--- config.mk ---
export PLATFORM = sky130hd
export DESIGN_NAME = fetch_stage
export DESIGN_NICKNAME = d
export VERILOG_FILES = /design/src/rtl/fetch_stage_pkg.sv /design/src/rtl/fetch_stage_pc_register.sv /design/src/rtl/fetch_stage.sv
export SDC_FILE = /design/constraint.sdc
export NUM_CORES = 1
export LEC_CHECK = 0
export ABC_AREA = 1
export CAP_MARGIN = 20
export CORE_ASPECT_RATIO = 1.25
export CORE_MARGIN = 2
export CORE_UTILIZATION = 52
export CTS_CLUSTER_SIZE = 28
export DETAILED_ROUTE_END_ITERATION = 16
export GPL_TIMING_DRIVEN = 0
export PLACE_DENSITY = 0.91
export SETUP_SLACK_MARGIN = 0.15
export SLEW_MARGIN = 20
export SYNTH_ARGS = -nofsm -noshare
export SYNTH_HDL_FRONTEND = slang
export SYNTH_SLANG_ARGS = --single-unit
--- constraint.sdc ---
create_clock -name i_clk -period 3.3 [get_ports i_clk]
set_clock_uncertainty 0.05 [all_clocks]
set_input_delay 0.99 -clock i_clk [delete_from_list [all_inputs] [get_ports i_clk]]
set_output_delay 0.99 -clock i_clk [all_outputs]
set_load 0.05 [all_outputs]
--- src/rtl/fetch_stage_pkg.sv ---
// rtl/fetch_stage_pkg.sv - shared types and constants for the fetch stage
package fetch_stage_pkg;

   typedef enum logic [2:0] {
      ST_RST_HI = 3'd0,
      ST_RST_LO = 3'd1,
      ST_RUN    = 3'd2,
      ST_INT_HI = 3'd3,
      ST_INT_LO = 3'd4
   } fetch_state_t;

   typedef enum logic [2:0] {
      PC_HOLD    = 3'd0,
      PC_INC     = 3'd1,
      PC_LOAD    = 3'd2,
      PC_LOAD_HI = 3'd3,
      PC_LOAD_LO = 3'd4
   } pc_op_t;

   localparam logic [15:0] NOP_INSTR       = 16'h0000;
   localparam logic [31:0] DEF_RESET_VEC   = 32'h0000_0000;
   localparam logic [31:0] DEF_INT_VEC     = 32'h0000_0002;

endpackage

--- src/rtl/fetch_stage_pc_register.sv ---
// rtl/fetch_stage_pc_register.sv - program counter with hold, increment, full and half-word load
module pc_register
   import fetch_stage_pkg::*;
(
   input  logic        i_clk,
   input  logic        i_resetn,
   input  pc_op_t      i_op,
   input  logic [31:0] i_load,
   input  logic [15:0] i_half,
   output logic [31:0] o_pc
);

   logic [31:0] pc_q;
   logic [31:0] pc_d;

   always_comb begin
      pc_d = pc_q;
      case (i_op)
         PC_INC:     pc_d = pc_q + 32'd1;
         PC_LOAD:    pc_d = i_load;
         PC_LOAD_HI: pc_d = {i_half, pc_q[15:0]};
         PC_LOAD_LO: pc_d = {pc_q[31:16], i_half};
         default:    pc_d = pc_q;
      endcase
   end

   always_ff @(posedge i_clk) begin
      if (!i_resetn) pc_q <= 32'h0000_0000;
      else           pc_q <= pc_d;
   end

   assign o_pc = pc_q;

endmodule

--- src/rtl/fetch_stage.sv ---
// rtl/fetch_stage.sv - instruction fetch with vector loads, stall, redirect and interrupt tokens
module fetch_stage
   import fetch_stage_pkg::*;
#(
   parameter logic [31:0] RESET_VEC_ADDR = DEF_RESET_VEC,
   parameter logic [31:0] INT_VEC_ADDR   = DEF_INT_VEC
)(
   input  logic        i_clk,
   input  logic        i_reset,
   output logic        o_imem_req,
   output logic [31:0] o_imem_addr,
   input  logic        i_imem_ready,
   input  logic [15:0] i_imem_data,
   input  logic        i_stall,
   input  logic        i_branch_taken,
   input  logic [31:0] i_branch_target,
   input  logic        i_interrupt,
   output logic [15:0] o_instr,
   output logic [31:0] o_pc,
   output logic        o_valid,
   output logic        o_interrupt
);

   fetch_state_t state_q, state_d;
   logic         pending_q, pending_d;
   logic [15:0]  instr_q, instr_d;
   logic [31:0]  opc_q, opc_d;
   logic         valid_q, valid_d;
   logic         intr_q, intr_d;
   pc_op_t       pc_op;
   logic [31:0]  pc;
   logic         done;

   pc_register u_pc (
      .i_clk    (i_clk),
      .i_resetn (i_reset),
      .i_op     (pc_op),
      .i_load   (i_branch_target),
      .i_half   (i_imem_data),
      .o_pc     (pc)
   );

   // A pending interrupt in RUN suppresses fetching so the token carries the un-advanced pc.
   assign o_imem_req = i_reset && !i_stall && !(state_q == ST_RUN && pending_q);
   assign done       = o_imem_req && i_imem_ready;

   always_comb begin
      case (state_q)
         ST_RST_HI: o_imem_addr = RESET_VEC_ADDR;
         ST_RST_LO: o_imem_addr = RESET_VEC_ADDR + 32'd1;
         ST_INT_HI: o_imem_addr = INT_VEC_ADDR;
         ST_INT_LO: o_imem_addr = INT_VEC_ADDR + 32'd1;
         default:   o_imem_addr = pc;
      endcase
   end

   always_comb begin
      state_d   = state_q;
      pending_d = pending_q || i_interrupt;
      instr_d   = instr_q;
      opc_d     = opc_q;
      valid_d   = valid_q;
      intr_d    = intr_q;
      pc_op     = PC_HOLD;
      if (i_branch_taken) begin
         pc_op   = PC_LOAD;
         valid_d = 1'b0;
         intr_d  = 1'b0;
      end else if (!i_stall) begin
         valid_d = 1'b0;
         intr_d  = 1'b0;
         case (state_q)
            ST_RST_HI, ST_INT_HI: if (done) begin
               pc_op   = PC_LOAD_HI;
               state_d = (state_q == ST_RST_HI) ? ST_RST_LO : ST_INT_LO;
            end
            ST_RST_LO, ST_INT_LO: if (done) begin
               pc_op   = PC_LOAD_LO;
               state_d = ST_RUN;
            end
            ST_RUN: if (pending_q) begin
               valid_d   = 1'b1;
               intr_d    = 1'b1;
               instr_d   = NOP_INSTR;
               opc_d     = pc;
               pending_d = i_interrupt;
               state_d   = ST_INT_HI;
            end else if (done) begin
               valid_d = 1'b1;
               instr_d = i_imem_data;
               opc_d   = pc;
               pc_op   = PC_INC;
            end
            default: state_d = ST_RST_HI;
         endcase
      end
   end

   always_ff @(posedge i_clk) begin
      if (!i_reset) begin
         state_q   <= ST_RST_HI;
         pending_q <= 1'b0;
         instr_q   <= NOP_INSTR;
         opc_q     <= 32'h0000_0000;
         valid_q   <= 1'b0;
         intr_q    <= 1'b0;
      end else begin
         state_q   <= state_d;
         pending_q <= pending_d;
         instr_q   <= instr_d;
         opc_q     <= opc_d;
         valid_q   <= valid_d;
         intr_q    <= intr_d;
      end
   end

   assign o_instr     = instr_q;
   assign o_pc        = opc_q;
   assign o_valid     = valid_q;
   assign o_interrupt = intr_q;

endmodule

Yosys cells after proc, flatten, opt, wreduce, memory -nomap -nowiden

Index checks and enable logic that the tools add are counted.

Register bits: 86
Output and inout port bits: 83

$add $sub $neg: 1
Equality and inequality tests: 11
Multiplexer cells: 27
Bitwise logic cells: 5
Reductions and logical operators: 18

Operators with widths:

| cell                                                                  | count |
|---|---|
| 32-bit one-hot mux with 4 select lines                                | 2 |
| 32-bit two-way mux                                                    | 2 |
| 32-bit by 1-bit adder with 32-bit output, second input constant       | 1 |
| 16-bit two-way mux                                                    | 2 |
| 3-bit two-way mux                                                     | 7 |
| 3-bit one-hot mux with 3 select lines                                 | 2 |
| 3-bit by 2-bit equality test with 1-bit output, second input constant | 4 |
| 1-bit two-way mux                                                     | 11 |
| 3-bit by 1-bit equality test with 1-bit output, second input constant | 2 |
| 3-bit equality test, second input constant                            | 2 |
| 2-bit != test, second input constant                                  | 3 |
| 3-bit nonzero test                                                    | 2 |
| 2-bit OR reduction                                                    | 3 |
| 1-bit NOT                                                             | 5 |
| 5-bit AND reduction                                                   | 1 |
| 1-bit logical AND                                                     | 4 |
| 2-bit AND reduction                                                   | 2 |
| 4-bit AND reduction                                                   | 1 |
| 3-bit zero test                                                       | 1 |
| 1-bit zero test                                                       | 2 |
| 2-bit two-way mux                                                     | 1 |
| 2-bit nonzero test                                                    | 1 |
| 1-bit logical OR                                                      | 1 |

Logic depth before layout (Yosys ltp)

Gate-level depths: netlist of run 1.

Depth after elaboration: 13
Mapped depth: 12
Mapped depth without buffers: 12

Modules after synthesis

From an unflattened synthesis of run 1, not the netlist that was laid out.

Cell total of the unflattened synthesis: 799
Area, all modules: 5,068.6 um2

By module, submodules not included:

| module      | instances | cells an instance | area each (um2) | sequential area each (um2) |
|---|---|---|---|---|
| pc_register | 1         | 458               | 2,657.5         | 640.6 |
| fetch_stage | 1         | 341               | 2,411.1         | 1,081.0 |

Worst setup path before layout of run 1

No wires, ideal clock.

Kind: register to output
Start: register state_q[1]
End: output o_imem_addr[0]
Data arrival time: 1.767 ns
Required time: 2.260 ns
Setup slack: 0.493 ns
Cell stages (with the launch flop): 5
Cell sequence: dfxtp_1 > nor2_1 > inv_1 > nand2_1 > o21ai_0

Longest elaborated chain between the ends: 2
Elaborated cells between the ends (all ways): 5

RTL lines:

| what                                        | RTL line           | text |
|---|---|---|
| start, declared                             | fetch_stage.sv:24  | `fetch_state_t state_q, state_d;` |
| start signal, assigned                      | fetch_stage.sv:108 | `state_q <= state_d;` |
| 3-bit equality test (tied with other cells) | fetch_stage.sv:48  | `case (state_q)` |
| 32-bit one-hot mux with 4 select lines *    | fetch_stage.sv:48  |  |
| end, declared                               | fetch_stage.sv:11  | `output logic [31:0] o_imem_addr,` |

Every way passes the cells marked *; elsewhere a longest branch is shown, timed or not.

Worst setup path in the final report of run 1

Start: input i_reset
End: output o_imem_req

Longest elaborated chain between the ends: 2

RTL lines:

| what                           | RTL line          | text |
|---|---|---|
| start, declared                | fetch_stage.sv:9  | `input logic i_reset,` |
| 1-bit logical AND (2 in a row) | fetch_stage.sv:44 | `assign o_imem_req = i_reset && !i_stall && !(state_q == ST_RUN && pending_q);` |
| end, declared                  | fetch_stage.sv:10 | `output logic o_imem_req,` |

Every way passes these cells.

==> metrics, run 1 <==
status finished, final reports clean; number of violations of the max-capacitance limit 0; post-CTS setup buffer count 0; core utilization of the finished layout a little under three quarters; DRT iter0 DRCs ~590; final std cells w/o fill roughly 1100; mean cell area of the mapped netlist 6.23 um^2; number of remaining DRC errors 0; IO Count 137; cell with the most instances after synthesis nand2_1; minimum clock period between 3 and 4 ns; weighted congestion reported at the end of routability-driven placement 1.03; period utilization between 90% and 100%; max-slew violation count 0; number of nets in the final layout a little over 1000; filler cell count in the final layout 845; htree depth 3; slew at the pin closest to its max-slew limit approximately 0.65 ns; multi-input combinational cell area roughly 2800 um^2; most area-consuming cells after synthesis dfxtp_1, nand2_1, nor2_1; via count of the first global-routing pass 5642; PD cells a little under 400 nW/um^2; layout-stage area growth over the synthesis result 33.5%; Antenna Cells 0; highest net fanout along the worst path 4; post-synthesis instance area 5140 um^2; die span in x 92.9 um; HPWL Detailed approximately 14000 um; Max Fclk 318 MHz; detailed-router iteration count before antenna repair 6; total number of placement rows 40; quantity of I/O buffers inserted on ports around 140; Longest Clk Path Bufs 2; post-synthesis sequential element count 86; Max rail drop VDD 0.267 mV; RSZ-0062 raised after global routing true; Fin. Hold Viols 0; share of layout cells above drive strength 1 a little under a tenth; clock tree from TritonCTS yes; WL/cell between 15 and 20 um; Yosys top cell area share 33.5%; cell count of the worst hold path 2; latest clock arrival within the worst-skew pair between 0.3 and 0.4 ns; routed vias/inst 5.52; Post-Syn Nets 880; critical path arrival 2.10 ns; die boundary height 115 um; antenna violations before repair 0; Sequential cell area around 1700 um^2; Post-Route Setup TNS 0 ns; starting density of the core 53.5%; top post-synthesis cells by count nand2_1, nor2_1, inv_1; count of final setup violators 0; clock net sink count 86; core area 9610 um^2; maximum number of pins on one net before global-route repair 16; most used flip-flop cell after synthesis dfxtp_1; Yosys warnings 0; Worst Path Class, Setup in2out; kind of launch point of the worst setup path input pin; DR vias 6085; synthesized netlist cell count approximately 830; All-Layer GR Usage between 30% and 40%; GRT overflow 0; die footprint roughly 11000 um^2; clock root cell clkbuf_16; type of destination of the critical path output pin; cell type contributing the most total cell area after synthesis dfxtp_1; Critical Path RT about 2.3 ns; number of library cell types mapped by synthesis 31; path type of the worst min-delay path reg2reg; wire length of the first global-routing pass 28100 um; r2r worst-path depth 11; final routed wirelength across all metal layers 18300 um; Rel. slew slack 56.6%; sequential share of the synthesized area between 30% and 40%; total clock buffers created by CTS 9; clock slew at the register clock pins of the worst setup and hold paths 0.07 ns; proportion of register bits with asynchronous set or reset after synthesis 0%; Leakage between 2 and 3 nW; antenna violation net count after detailed routing 0; Non-Filler Cell Area, Final between 6000 and 7000 um^2; Post-synth EDFFs 0; dpl cell area 6650 um^2; placed instance count roughly 1100
[registers in the layout, summed over array words and instances (netlist names)]
signal       flops
o_pc            32
pending_q        1
o_instr         16
o_interrupt      1
o_valid          1
state_q          3
u_pc.o_pc       32
[power breakdown]
part	total (W)	internal, W	switching, W
Sequential	0.00112	0.00107	0.0000542
Clock	0.00115	0.000691	0.000463
Combinational	0.000430	0.000157	0.000273
Total	0.00271	0.00192	0.000791
[worst paths after layout]
check / endpoint / from / slack, ns
setup / recovery: o_imem_req / i_reset / 0.16
hold / removal: o_pc[20] / o_pc[20] / 0.41
setup reg to reg: u_pc.o_pc[26] / u_pc.o_pc[1] / 1.20
hold reg to reg: o_pc[20] / o_pc[20] / 0.41
[per-layer routing]
metal,global-route usage (%),vias up,routed length (um)
li1,-,2901,-
met1,42.5,2746,7110
met2,57.2,365,8860
met3,3.80,73,1420
met4,19.1,0,926
met5,0,-,0
[critical path, stage by stage]
cell             delay [ns]
clkdlybuf4s50_1        0.55
inv_1                  0.11
nor2_4                 0.14
nand2_1                0.07
inv_1                  0.06
buf_4                  0.19
[layout by cell type, fill, tap and decap left out, drive strengths merged, types with 5 or more instances in the layout]
cell and instances:
a21oi 62, a22oi 6, buf 22, clkbuf 56, clkdlybuf4s15 5, clkdlybuf4s50 102, dfxtp 86, inv 97
nand2 246, nand3 62, nand3b 8, nand4 22, nor2 126, o21ai 45, xor2 18
[cell families after synthesis]
logic type / Yosys count / synth area share (%)
flip-flops: 86 / 33.5
AND/OR/NAND/NOR: 468 / 39.7
adder cells (fa/ha/maj): 1 / 0.243
AO/OA/AOI/OAI: 115 / 11.6
XOR/XNOR: 18 / 3.07
buffers and inverters: 137 / 11.9
[area by class of cell]
cell class / count / share of cell area [%]
Buffer: 42 / 3.77
Clock buffer: 10 / 3.48
Clock inverter: 6 / 1.35
Inverter: 95 / 5.20
Multi-Input combinational cell: 602 / 41.0
Sequential cell: 86 / 25.1
Tap cell: 126 / 2.30
Timing Repair Buffer: 135 / 17.8
[what timing repair did]
action,CTS,global route
hold buffers,0,0
endpoints found under the setup margin,33,31
pin swaps,0,0
gates resized for setup,48,53
[per-stage QoR]
stage	hold slack, ns	total power [W]	setup slack [ns]
after floorplan	0.433	0.00138	0.493
after global placement	0.395	0.00156	-0.454
after detailed placement	0.403	0.00156	-0.474
after CTS	0.413	0.00269	0.118
after global routing	0.425	0.00278	0.0821
final	0.410	0.00271	0.160
(Power assumes the default switching activity.)
==> run 2: changes to the inputs <==
Settings changed: HOLD_SLACK_MARGIN set to 0.1.
==> results of run 2 <==
Same layout as run 1: the final DEF is identical, and so are final timing and power.
==> run 3: changes to the inputs <==
Settings changed: CTS_CLUSTER_DIAMETER set to 200.
==> results of run 3 <==
Same layout as run 1: the final DEF is identical, and so are final timing and power.
